### src/rtl/pipeline_controller.sv
// pipeline_controller
//   Hazard detection, data-memory stall sequencing and branch flush control
//   for a five-stage pipeline. It also keeps two saturating performance
//   counters.
//
// Parameters
//   MEM_WAIT  cycles the pipe is frozen per data-memory access (1..15)
//   CNT_W     width of each performance counter
//
// Ports
//   clk, rst                      clock; asynchronous active-high reset
//   id_src1/2, id_use_src1/2      source registers read by the ID instruction
//   exe_wb_en, exe_dest           EXE writeback target
//   exe_mem_r_en                  EXE instruction is a load
//   mem_wb_en, mem_dest           MEM writeback target
//   mem_r_en, mem_w_en            MEM instruction accesses data memory
//   forward_en                    forwarding unit enabled
//   branch_taken                  EXE branch resolved taken
//   freeze_if/id/exe/mem          hold the corresponding pipe register
//   flush_if                      zero the IF register
//   bubble_id                     load a NOP into the ID/EXE register
//   mem_stall                     data-memory access in progress
//   hazard_count                  cycles with bubble_id asserted
//   mem_stall_count               cycles with mem_stall asserted
//
// Memory FSM
//   state  | meaning
//   IDLE   | no access in flight; a request stalls this cycle and starts ACCESS
//   ACCESS | access in flight; cnt counts stalled cycles, cnt==MEM_WAIT releases
module pipeline_controller #(
  parameter int unsigned MEM_WAIT = 4,
  parameter int unsigned CNT_W    = 16
) (
  input  logic             clk,
  input  logic             rst,
  input  logic [3:0]       id_src1,
  input  logic [3:0]       id_src2,
  input  logic             id_use_src1,
  input  logic             id_use_src2,
  input  logic             exe_wb_en,
  input  logic [3:0]       exe_dest,
  input  logic             exe_mem_r_en,
  input  logic             mem_wb_en,
  input  logic [3:0]       mem_dest,
  input  logic             mem_r_en,
  input  logic             mem_w_en,
  input  logic             forward_en,
  input  logic             branch_taken,
  output logic             freeze_if,
  output logic             freeze_id,
  output logic             freeze_exe,
  output logic             freeze_mem,
  output logic             flush_if,
  output logic             bubble_id,
  output logic             mem_stall,
  output logic [CNT_W-1:0] hazard_count,
  output logic [CNT_W-1:0] mem_stall_count
);

  localparam logic [3:0]       MEM_WAIT_C = 4'(MEM_WAIT);
  localparam logic [CNT_W-1:0] CNT_ONE    = CNT_W'(1);
  localparam logic [CNT_W-1:0] CNT_MAX    = '1;

  typedef enum logic {
    ST_IDLE   = 1'b0,
    ST_ACCESS = 1'b1
  } state_t;

  state_t           state_q, state_d;
  logic [3:0]       cnt_q, cnt_d;
  logic [CNT_W-1:0] hazard_count_q, hazard_count_d;
  logic [CNT_W-1:0] mem_stall_count_q, mem_stall_count_d;

  logic raw_exe;
  logic raw_mem;
  logic hazard;
  logic mem_req;

  assign mem_req = mem_r_en | mem_w_en;

  // With forwarding only a load in EXE cannot be bypassed in time; without
  // forwarding every in-flight writer to a source register is a hazard.
  always_comb begin
    raw_exe = exe_wb_en & ((id_use_src1 & (id_src1 == exe_dest)) |
                           (id_use_src2 & (id_src2 == exe_dest)));
    raw_mem = mem_wb_en & ((id_use_src1 & (id_src1 == mem_dest)) |
                           (id_use_src2 & (id_src2 == mem_dest)));
    hazard  = forward_en ? (raw_exe & exe_mem_r_en) : (raw_exe | raw_mem);
  end

  // State register and counters
  always_ff @(posedge clk or posedge rst) begin
    if (rst) begin
      state_q           <= ST_IDLE;
      cnt_q             <= 4'd0;
      hazard_count_q    <= '0;
      mem_stall_count_q <= '0;
    end else begin
      state_q           <= state_d;
      cnt_q             <= cnt_d;
      hazard_count_q    <= hazard_count_d;
      mem_stall_count_q <= mem_stall_count_d;
    end
  end

  // Next-state logic
  always_comb begin
    state_d = state_q;
    cnt_d   = cnt_q;
    unique case (state_q)
      ST_IDLE: begin
        if (mem_req) begin
          state_d = ST_ACCESS;
          cnt_d   = 4'd1;
        end
      end
      ST_ACCESS: begin
        // The release cycle returns to IDLE even if a request is still
        // presented; that request belongs to the next instruction.
        if (cnt_q == MEM_WAIT_C) begin
          state_d = ST_IDLE;
          cnt_d   = 4'd0;
        end else begin
          cnt_d = cnt_q + 4'd1;
        end
      end
      default: begin
        state_d = ST_IDLE;
        cnt_d   = 4'd0;
      end
    endcase
  end

  // Output logic
  always_comb begin
    mem_stall = 1'b0;
    unique case (state_q)
      ST_IDLE:   mem_stall = mem_req;
      ST_ACCESS: mem_stall = (cnt_q != MEM_WAIT_C);
      default:   mem_stall = 1'b0;
    endcase

    freeze_mem = mem_stall;
    freeze_exe = mem_stall;
    freeze_if  = mem_stall | hazard;
    freeze_id  = mem_stall | hazard;
    // A taken branch waits in the frozen EXE stage and flushes on release.
    // Flush beats bubble: the wrong-path ID instruction is discarded anyway.
    flush_if   = branch_taken & ~mem_stall;
    bubble_id  = hazard & ~mem_stall & ~branch_taken;
  end

  // Saturating performance counters
  always_comb begin
    hazard_count_d    = hazard_count_q;
    mem_stall_count_d = mem_stall_count_q;
    if (bubble_id && (hazard_count_q != CNT_MAX)) begin
      hazard_count_d = hazard_count_q + CNT_ONE;
    end
    if (mem_stall && (mem_stall_count_q != CNT_MAX)) begin
      mem_stall_count_d = mem_stall_count_q + CNT_ONE;
    end
  end

  assign hazard_count    = hazard_count_q;
  assign mem_stall_count = mem_stall_count_q;

endmodule
### config.mk
export PLATFORM = sky130hd
export DESIGN_NAME = pipeline_controller
export DESIGN_NICKNAME = d
export VERILOG_FILES = /design/src/rtl/pipeline_controller.sv
export SDC_FILE = /design/constraint.sdc
export NUM_CORES = 1
export LEC_CHECK = 0
export CAP_MARGIN = 0
export CORE_MARGIN = 4
export CORE_UTILIZATION = 45
export CTS_CLUSTER_SIZE = 25
export DETAILED_ROUTE_END_ITERATION = 16
export PLACE_DENSITY_LB_ADDON = 0.25
export SYNTH_ARGS = -nofsm -noshare
export SYNTH_HDL_FRONTEND = slang
export SYNTH_SLANG_ARGS = --single-unit
### constraint.sdc
create_clock -name clk -period 2.8 [get_ports clk]
set_clock_uncertainty 0.05 [all_clocks]
set_input_delay 0.28 -clock clk [delete_from_list [all_inputs] [get_ports clk]]
set_output_delay 0.28 -clock clk [all_outputs]
set_load 0.005 [all_outputs]
Word-level counts from Yosys, hierarchy flattened --
Index checks and enable logic that the tools add are counted.
Storage, ports and cells: output and inout port bits 39, flip-flop bits (word level) 37, bits of input ports 27
Cells by class: equality and inequality tests 9, reduce and logical (&&, ||, !) cells 2, muxes and demuxes 8, add/subtract/negate cells 3, bitwise logic cells 18
Operators by type and width (number):
- $add A16 B1 Y16 const B | 2
- $ne A16 B16 Y1 const B | 2
- $eq A4 B4 Y1 | 4
- $and A1 B1 Y1 | 10
- $mux W4 | 2
- $pmux W4 S2 | 1
- $or A1 B1 Y1 | 5
- $add A4 B1 Y4 const B | 1
- $eq A4 B3 Y1 const B | 1
- $ne A4 B3 Y1 const B | 1
- $pmux W1 S2 | 2
- $mux W1 | 3
- $not A1 Y1 | 3
- $logic_and A1 B1 Y1 | 2
- $ne A2 B2 Y1 const B | 1

Logic depth before layout (Yosys ltp) --
Gate-level depths: netlist of run 1.
word-level depth 9, depth in mapped cells 9

Least setup slack after synthesis of run 1 --
Ideal clock, no wire load.
path kind register -> register, start register cnt_q[0], end register mem_stall_count_q[11], in the netlist mem_stall_count[11], clock period less this slack 2019 ps, arrival time 1846 ps, cell stages (with the launch flop) 9, path slack 781 ps, path through dfrtp_1 > inv_1 > ha_1 > and3_1 > a21o_1 > a41oi_2 > and4_1 > nand4_1 > xnor2_1
Between the ends: word-level cells in the longest chain between the ends 3
RTL lines:
- start, declared | line 70 | logic [3:0] cnt_q, cnt_d;
- start signal, assigned | line 100 | cnt_q <= cnt_d;
- $ne A4 B3 Y1 | line 139 | ST_ACCESS: mem_stall = (cnt_q != MEM_WAIT_C);
- $pmux W1 S2 | line 137 | unique case (state_q)
- $logic_and A1 B1 Y1 | line 160 | if (mem_stall && (mem_stall_count_q != CNT_MAX)) begin
- end signal, assigned | line 102 | mem_stall_count_q <= mem_stall_count_d;
- end, declared | line 72 | logic [CNT_W-1:0] mem_stall_count_q, mem_stall_count_d;
No other way between the ends. A chain may end at the register's enable or synchronous reset.

Worst setup path after layout of run 1 --
start register cnt_q[0], end output port bubble_id
Between the ends: word-level cells in the longest chain between the ends 5
RTL lines:
- $ne A4 B3 Y1 | line 139
- $pmux W1 S2 | line 137
- $not A1 Y1 | line 150 | bubble_id = hazard & ~mem_stall & ~branch_taken;
- $and A1 B1 Y1 (2 in series) | line 150
- end, declared | line 54 | output logic bubble_id,
No other way between the ends.

==> results of run 1 <==
[worst paths after layout]
check / start / endpoint / slack [ns]
worst max register to register: cnt_q[0] / hazard_count[1] / 0.53
max in group asynchronous: rst / hazard_count[8] / 2.02
worst max-delay path: cnt_q[0] / bubble_id / 0.20
worst min-delay path: rst / cnt_q[2] / 0.35
worst min register to register: mem_stall_count[5] / mem_stall_count[5] / 0.45
min in group clk: mem_stall_count[5] / mem_stall_count[5] / 0.45
[where the power goes]
part	internal, W	switching, W
logic	0.000332	0.000221
clock network	0.000259	0.000189
registers	0.000634	0.000112
total	0.00123	0.000523
[kinds of logic after synthesis]
kind of cell | count (synthesis)
AO/OA/AOI/OAI | 12
XOR/XNOR | 45
adder cells (fa/ha/maj) | 4
buffers and inverters | 14
flip-flops | 37
multiplexers | 2
AND/OR/NAND/NOR | 78
[stage by stage]
step	instance area [um^2]	setup slack, ns	cells	hold slack (ns)	util
final	2800	0.1991	313	0.3519	0.6757
after global routing	2800	0.04897	313	0.3942	0.6757
after CTS	2800	0.1891	313	0.3671	0.6757
after detailed placement	2696	0.3008	306	0.4390	0.6507
after global placement	2696	0.3370	306	0.4302	0.6507
after floorplan	1991	0.7805	192	0.4097	-
[worst max-delay path, delay by kind of cell, from the launching register on]
family | cells | cell delay (ns)
buffers and inverters | 2 | 0.63
AND/OR/NAND/NOR | 2 | 0.31
AO/OA/AOI/OAI | 2 | 0.44
flip-flops | 1 | 0.41
adder cells (fa/ha/maj) | 1 | 0.19
[routing by layer]
metal | up-vias | part of all wire | global-route usage
met5 | - | 0 | 0
met2 | 57 | 0.49 | 0.2859
met4 | 0 | 0.0084 | 0.04150
met3 | 5 | 0.062 | 0.04865
li1 | 810 | - | -
met1 | 770 | 0.44 | 0.2357
[flip-flops by register name, summed over array words and instances (netlist names)]
| signal | count |
|---|---|
| hazard_count | 16 |
| state_q | 1 |
| cnt_q | 4 |
| mem_stall_count | 16 |
[area by class of cell]
class                   count  share of cell area
repair buffers             68              0.2404
clock buffers               5             0.02458
well taps                  50             0.02234
inverters                  10             0.01340
multi-input cells         141              0.3561
flip-flops and latches     37              0.3307
clock inverters             2             0.01251
[Yosys cell counts, types with 2 or more instances]
master | n | area share
a21oi_1 | 3 | 0.0075
and2_1 | 3 | 0.0094
and3_1 | 9 | 0.028
and4_1 | 3 | 0.013
buf_4 | 4 | 0.015
dfrtp_1 | 37 | 0.47
ha_1 | 4 | 0.025
inv_1 | 10 | 0.019
mux2_1 | 2 | 0.011
nand2_1 | 11 | 0.021
nand2b_1 | 2 | 0.0063
nand3_1 | 16 | 0.040
nand4_1 | 13 | 0.041
nor2_1 | 9 | 0.017
nor3_1 | 3 | 0.0075
o21ai_0 | 2 | 0.0050
xnor2_1 | 29 | 0.13
xor2_1 | 16 | 0.070
==> impl_metrics.json, run 1 <==
{
  "status": "completed",
  "grtUsageTotal": 0.1763,
  "wl_per_cell_um": 14.43,
  "postCtsResizedCells": 0,
  "vias": 1642,
  "coreArea_mm2": 0.004144,
  "synth_xor_area_frac": 0.1980,
  "finalSetupViolCount": 0,
  "cts_buffer_depth": 2,
  "fillers": 348,
  "worstPathRequired_ns": 2.47,
  "finalWorstPathRequiredPeriod_ns": 2.601,
  "ir_drop_mv": 0.2929,
  "ant_nets": 0,
  "yosys.cell_types.count": 34,
  "endpoint_kind": "output port",
  "ff2ff_path_depth": 9,
  "grt_antenna_before_repair": 0,
  "mostFrequentLayoutCells": "clkdlybuf4s50_1, dfrtp_1, xnor2_1, xor2_1, nand3_1",
  "critPathMaxStageDelay_ns": 0.54,
  "die_width_um": 74.51,
  "layout_commonest_cell": "clkdlybuf4s50_1",
  "arrival_ns": 2.27,
  "cts_tree": "built",
  "drive_above_1_share": 0.05323,
  "crit_slowest_cell": "clkdlybuf4s50_1",
  "ys_async_sr_fraction": 1.000,
  "netlist_instances": 192,
  "rsz0062_at_grt": "false",
  "fin_setup_tns_ns": 0,
  "grt_pass1_wl_um": 7562,
  "cts-htree-levels": 2,
  "yosys_warnings": 0,
  "synth_seq_cells": 37,
  "fmaxAchievable_mhz": 384.5,
  "synth_fa_ha_area_frac": 0.02514,
  "period_share": 0.9289,
  "dieHeight_um": 74.51,
  "n_antenna_cell": 0,
  "synth_area_mm2": 0.001991,
  "synth_edf_count": 0,
  "worstHoldPathType": "in2async",
  "multiInputGateArea_um2": 997.2,
  "ys_seq_area_frac": 0.4651,
  "drv_slew": 0,
  "place.gp.congestion": 0.8115,
  "drt-initial-drc-count": 102,
  "powerDensity_mw_per_mm2": 624.4,
  "critPathKind": "reg2out",
  "power_w": 0.001748,
  "drcViolationCount": 0,
  "start_kind": "register",
  "max_slew_margin": 0.6863,
  "synth_top_family_by_area": "simple AND/OR/NAND/NOR gates",
  "synth_compound_area_frac": 0.04525,
  "leakagePower_nw": 1.206,
  "path_max_fanout": 5,
  "numClockSinks": 37,
  "cts_inserted_buffers": 5,
  "wirelength_um": 4518,
  "io_pins": 66,
  "dieArea_mm2": 0.005552,
  "clk_pin_slew_ns": 0.07,
  "post_cts_buffers": 0,
  "hpwl_um": 3467,
  "synthToLayoutAreaGrowth_pct": 40.67,
  "muxShareOfSynthArea": 0.01131,
  "port_buffers": 65,
  "grt_pass1_vias": 1620,
  "syn_area_per_cell_um2": 10.37,
  "routed_via_density": 5.246,
  "cts_hold_buf": 0,
  "seqCellArea_um2": 925.9,
  "clk_latency_ns": 0.29,
  "synth_flop_cell": "dfrtp_1",
  "dr.pass1.iters": 4,
  "layout.nets": 294,
  "crit_chain": "inv_1 > ha_1 > and3_1 > a21o_1 > nand2b_1 > a31oi_2 > clkdlybuf4s50_1",
  "finalHoldViolCount": 0,
  "grt_max_degree": 38,
  "synth_nets": 223,
  "rows": 23,
  "maxCapViolCount": 0,
  "synth-simple-area-share": 0.2212,
  "overflow": 0,
  "initial_utilization": 0.4804,
  "cts-root-buf": "clkbuf_8",
  "worst_pin_slew_ns": 0.4705
}
Power figures use the tool's default switching activity.
==> run 2, diff against run 1 <==
--- a/config.mk
+++ b/config.mk
@@ -10,6 +10,7 @@
 export CORE_UTILIZATION = 45
 export CTS_CLUSTER_SIZE = 25
 export DETAILED_ROUTE_END_ITERATION = 16
+export MAX_ROUTING_LAYER = met4
 export PLACE_DENSITY_LB_ADDON = 0.25
 export SYNTH_ARGS = -nofsm -noshare
 export SYNTH_HDL_FRONTEND = slang
==> run 2 against run 1 <==
Fmax about the same. Flip-flop and latch count unchanged. Critical path depth unchanged. Via count up 0.73%. Critical endpoint unchanged. Largest cell class unchanged.
==> impl_metrics.json, run 2 (synthesized netlist as in run 1, its figures left out) <==
{
  "n_antenna_cell": 0,
  "cts-root-buf": "clkbuf_8",
  "routed_via_density": 5.284,
  "crit_buf_inv": 2,
  "pwr-share-comb": 0.317,
  "use_met1": 0.2391,
  "drt-initial-drc-count": 101,
  "cts-htree-levels": 2,
  "ant_nets": 0,
  "finalHoldViolCount": 0,
  "cts_inserted_buffers": 5,
  "hpwl_um": 3467,
  "crit_slowest_cell": "clkdlybuf4s50_1",
  "start_kind": "register",
  "drive_above_1_share": 0.05323,
  "cts_hold_buf": 0,
  "io_pins": 66,
  "max_slew_margin": 0.6856,
  "wirelength_um": 4525,
  "cp.depth": 7,
  "worstHoldPathType": "in2async",
  "cts_buffer_depth": 2,
  "path_max_fanout": 5,
  "internal-power_w": 0.001226,
  "grt_pass1_wl_um": 7555,
  "fin_setup_tns_ns": 0,
  "leakagePower_nw": 1.206,
  "clk_pin_slew_ns": 0.07,
  "critPathMaxStageDelay_ns": 0.54,
  "layout_commonest_cell": "clkdlybuf4s50_1",
  "cp_top_family": "buffers and inverters",
  "finalSetupViolCount": 0,
  "grt_pass1_vias": 1618,
  "mostFrequentLayoutCells": "clkdlybuf4s50_1, dfrtp_1, xnor2_1, xor2_1, nand3_1",
  "finalWorstPathRequiredPeriod_ns": 2.601,
  "post_cts_buffers": 0,
  "rows": 23,
  "coreArea_mm2": 0.004144,
  "grt_antenna_before_repair": 0,
  "use_met2": 0.2859,
  "die_width_um": 74.51,
  "maxCapViolCount": 0,
  "power_w": 0.001748,
  "p_switching_w": 0.0005226,
  "pwr-share-clk": 0.256,
  "dieHeight_um": 74.51,
  "grtUsageTotal": 0.1819,
  "p_seq_frac": 0.427,
  "numClockSinks": 37,
  "initial_utilization": 0.4804,
  "endpoint_kind": "output port",
  "grt_max_degree": 38,
  "drcViolationCount": 0,
  "ir_drop_mv": 0.2935,
  "crit_chain": "inv_1 > ha_1 > and3_1 > a21o_1 > nand2b_1 > a31oi_2 > clkdlybuf4s50_1",
  "grtUsageMet3": 0.04324,
  "postCtsResizedCells": 0,
  "place.gp.congestion": 0.8235,
  "grt-busiest-layer": "met2",
  "rsz0062_at_grt": "false",
  "status": "completed",
  "dieArea_mm2": 0.005552,
  "reg2reg_from": "cnt_q[0]",
  "synthToLayoutAreaGrowth_pct": 40.67,
  "arrival_ns": 2.27,
  "powerDensity_mw_per_mm2": 624.4,
  "period_share": 0.9291,
  "clk_latency_ns": 0.29,
  "vias": 1654,
  "layout.nets": 294,
  "port_buffers": 65,
  "drv_slew": 0,
  "ff2ff_path_depth": 9,
  "swShare": 0.2989,
  "dr.pass1.iters": 4,
  "cts_tree": "built",
  "worst_pin_slew_ns": 0.4716,
  "critPathKind": "reg2out",
  "fmaxAchievable_mhz": 384.4,
  "crit_start": "cnt_q[0]",
  "overflow": 0,
  "wl_per_cell_um": 14.46,
  "worstPathRequired_ns": 2.47
}
run 2: path summary, 6_finish.rpt:
| kind | endpoint | slack [ns] |
|---|---|---|
| worst max-delay path | bubble_id | 0.20 |
| worst min-delay path | cnt_q[2] | 0.35 |
| worst max register to register | hazard_count[1] | 0.53 |
| worst min register to register | mem_stall_count[5] | 0.45 |
| max in group asynchronous | hazard_count[8] | 2.01 |
| min in group clk | mem_stall_count[5] | 0.45 |
run 2: final cells by class:
cell class / count / area (um^2)
clock buffer: 5 / 68.82
timing repair buffer: 68 / 673.1
sequential: 37 / 925.9
tap: 50 / 62.56
multi-input combinational: 141 / 997.2
clock inverter: 2 / 35.03
fill: 348 / 1344
inverter: 10 / 37.54
run 2: power by group through the flow:
stage | combinational (W) | sequential (W) | clock (W)
final | 0.000553 | 0.000747 | 0.000448
after global routing | 0.000622 | 0.000768 | 0.000485
after CTS | 0.000563 | 0.000747 | 0.000459
after detailed placement | 0.000560 | 0.000758 | 0
after global placement | 0.000544 | 0.000756 | 0
after floorplan | 0.000295 | 0.000744 | 0
run 2: stage by stage:
step | worst slack [ns] | instances | cell area [um^2] | utilization | hold slack, ns
after floorplan | 0.7805 | 192 | 1991 | - | 0.4097
after global placement | 0.3370 | 306 | 2696 | 0.6507 | 0.4302
after detailed placement | 0.3008 | 306 | 2696 | 0.6507 | 0.4390
after CTS | 0.1891 | 313 | 2800 | 0.6757 | 0.3671
after global routing | 0.04897 | 313 | 2800 | 0.6757 | 0.3942
final | 0.1986 | 313 | 2800 | 0.6757 | 0.3526
run 2: metal layers:
| layer | wire [um] | share of wire | vias up |
|---|---|---|---|
| met5 | 0 | 0 | - |
| li1 | - | - | 809 |
| met1 | 2040 | 0.45 | 780 |
| met2 | 2192 | 0.48 | 60 |
| met3 | 253 | 0.056 | 5 |
| met4 | 38 | 0.0084 | 0 |
run 2: worst min-delay path: stages:
cell	delay (ns)
clkdlybuf4s50_1	0.40
inv_1	0.05
buf_4	0.40
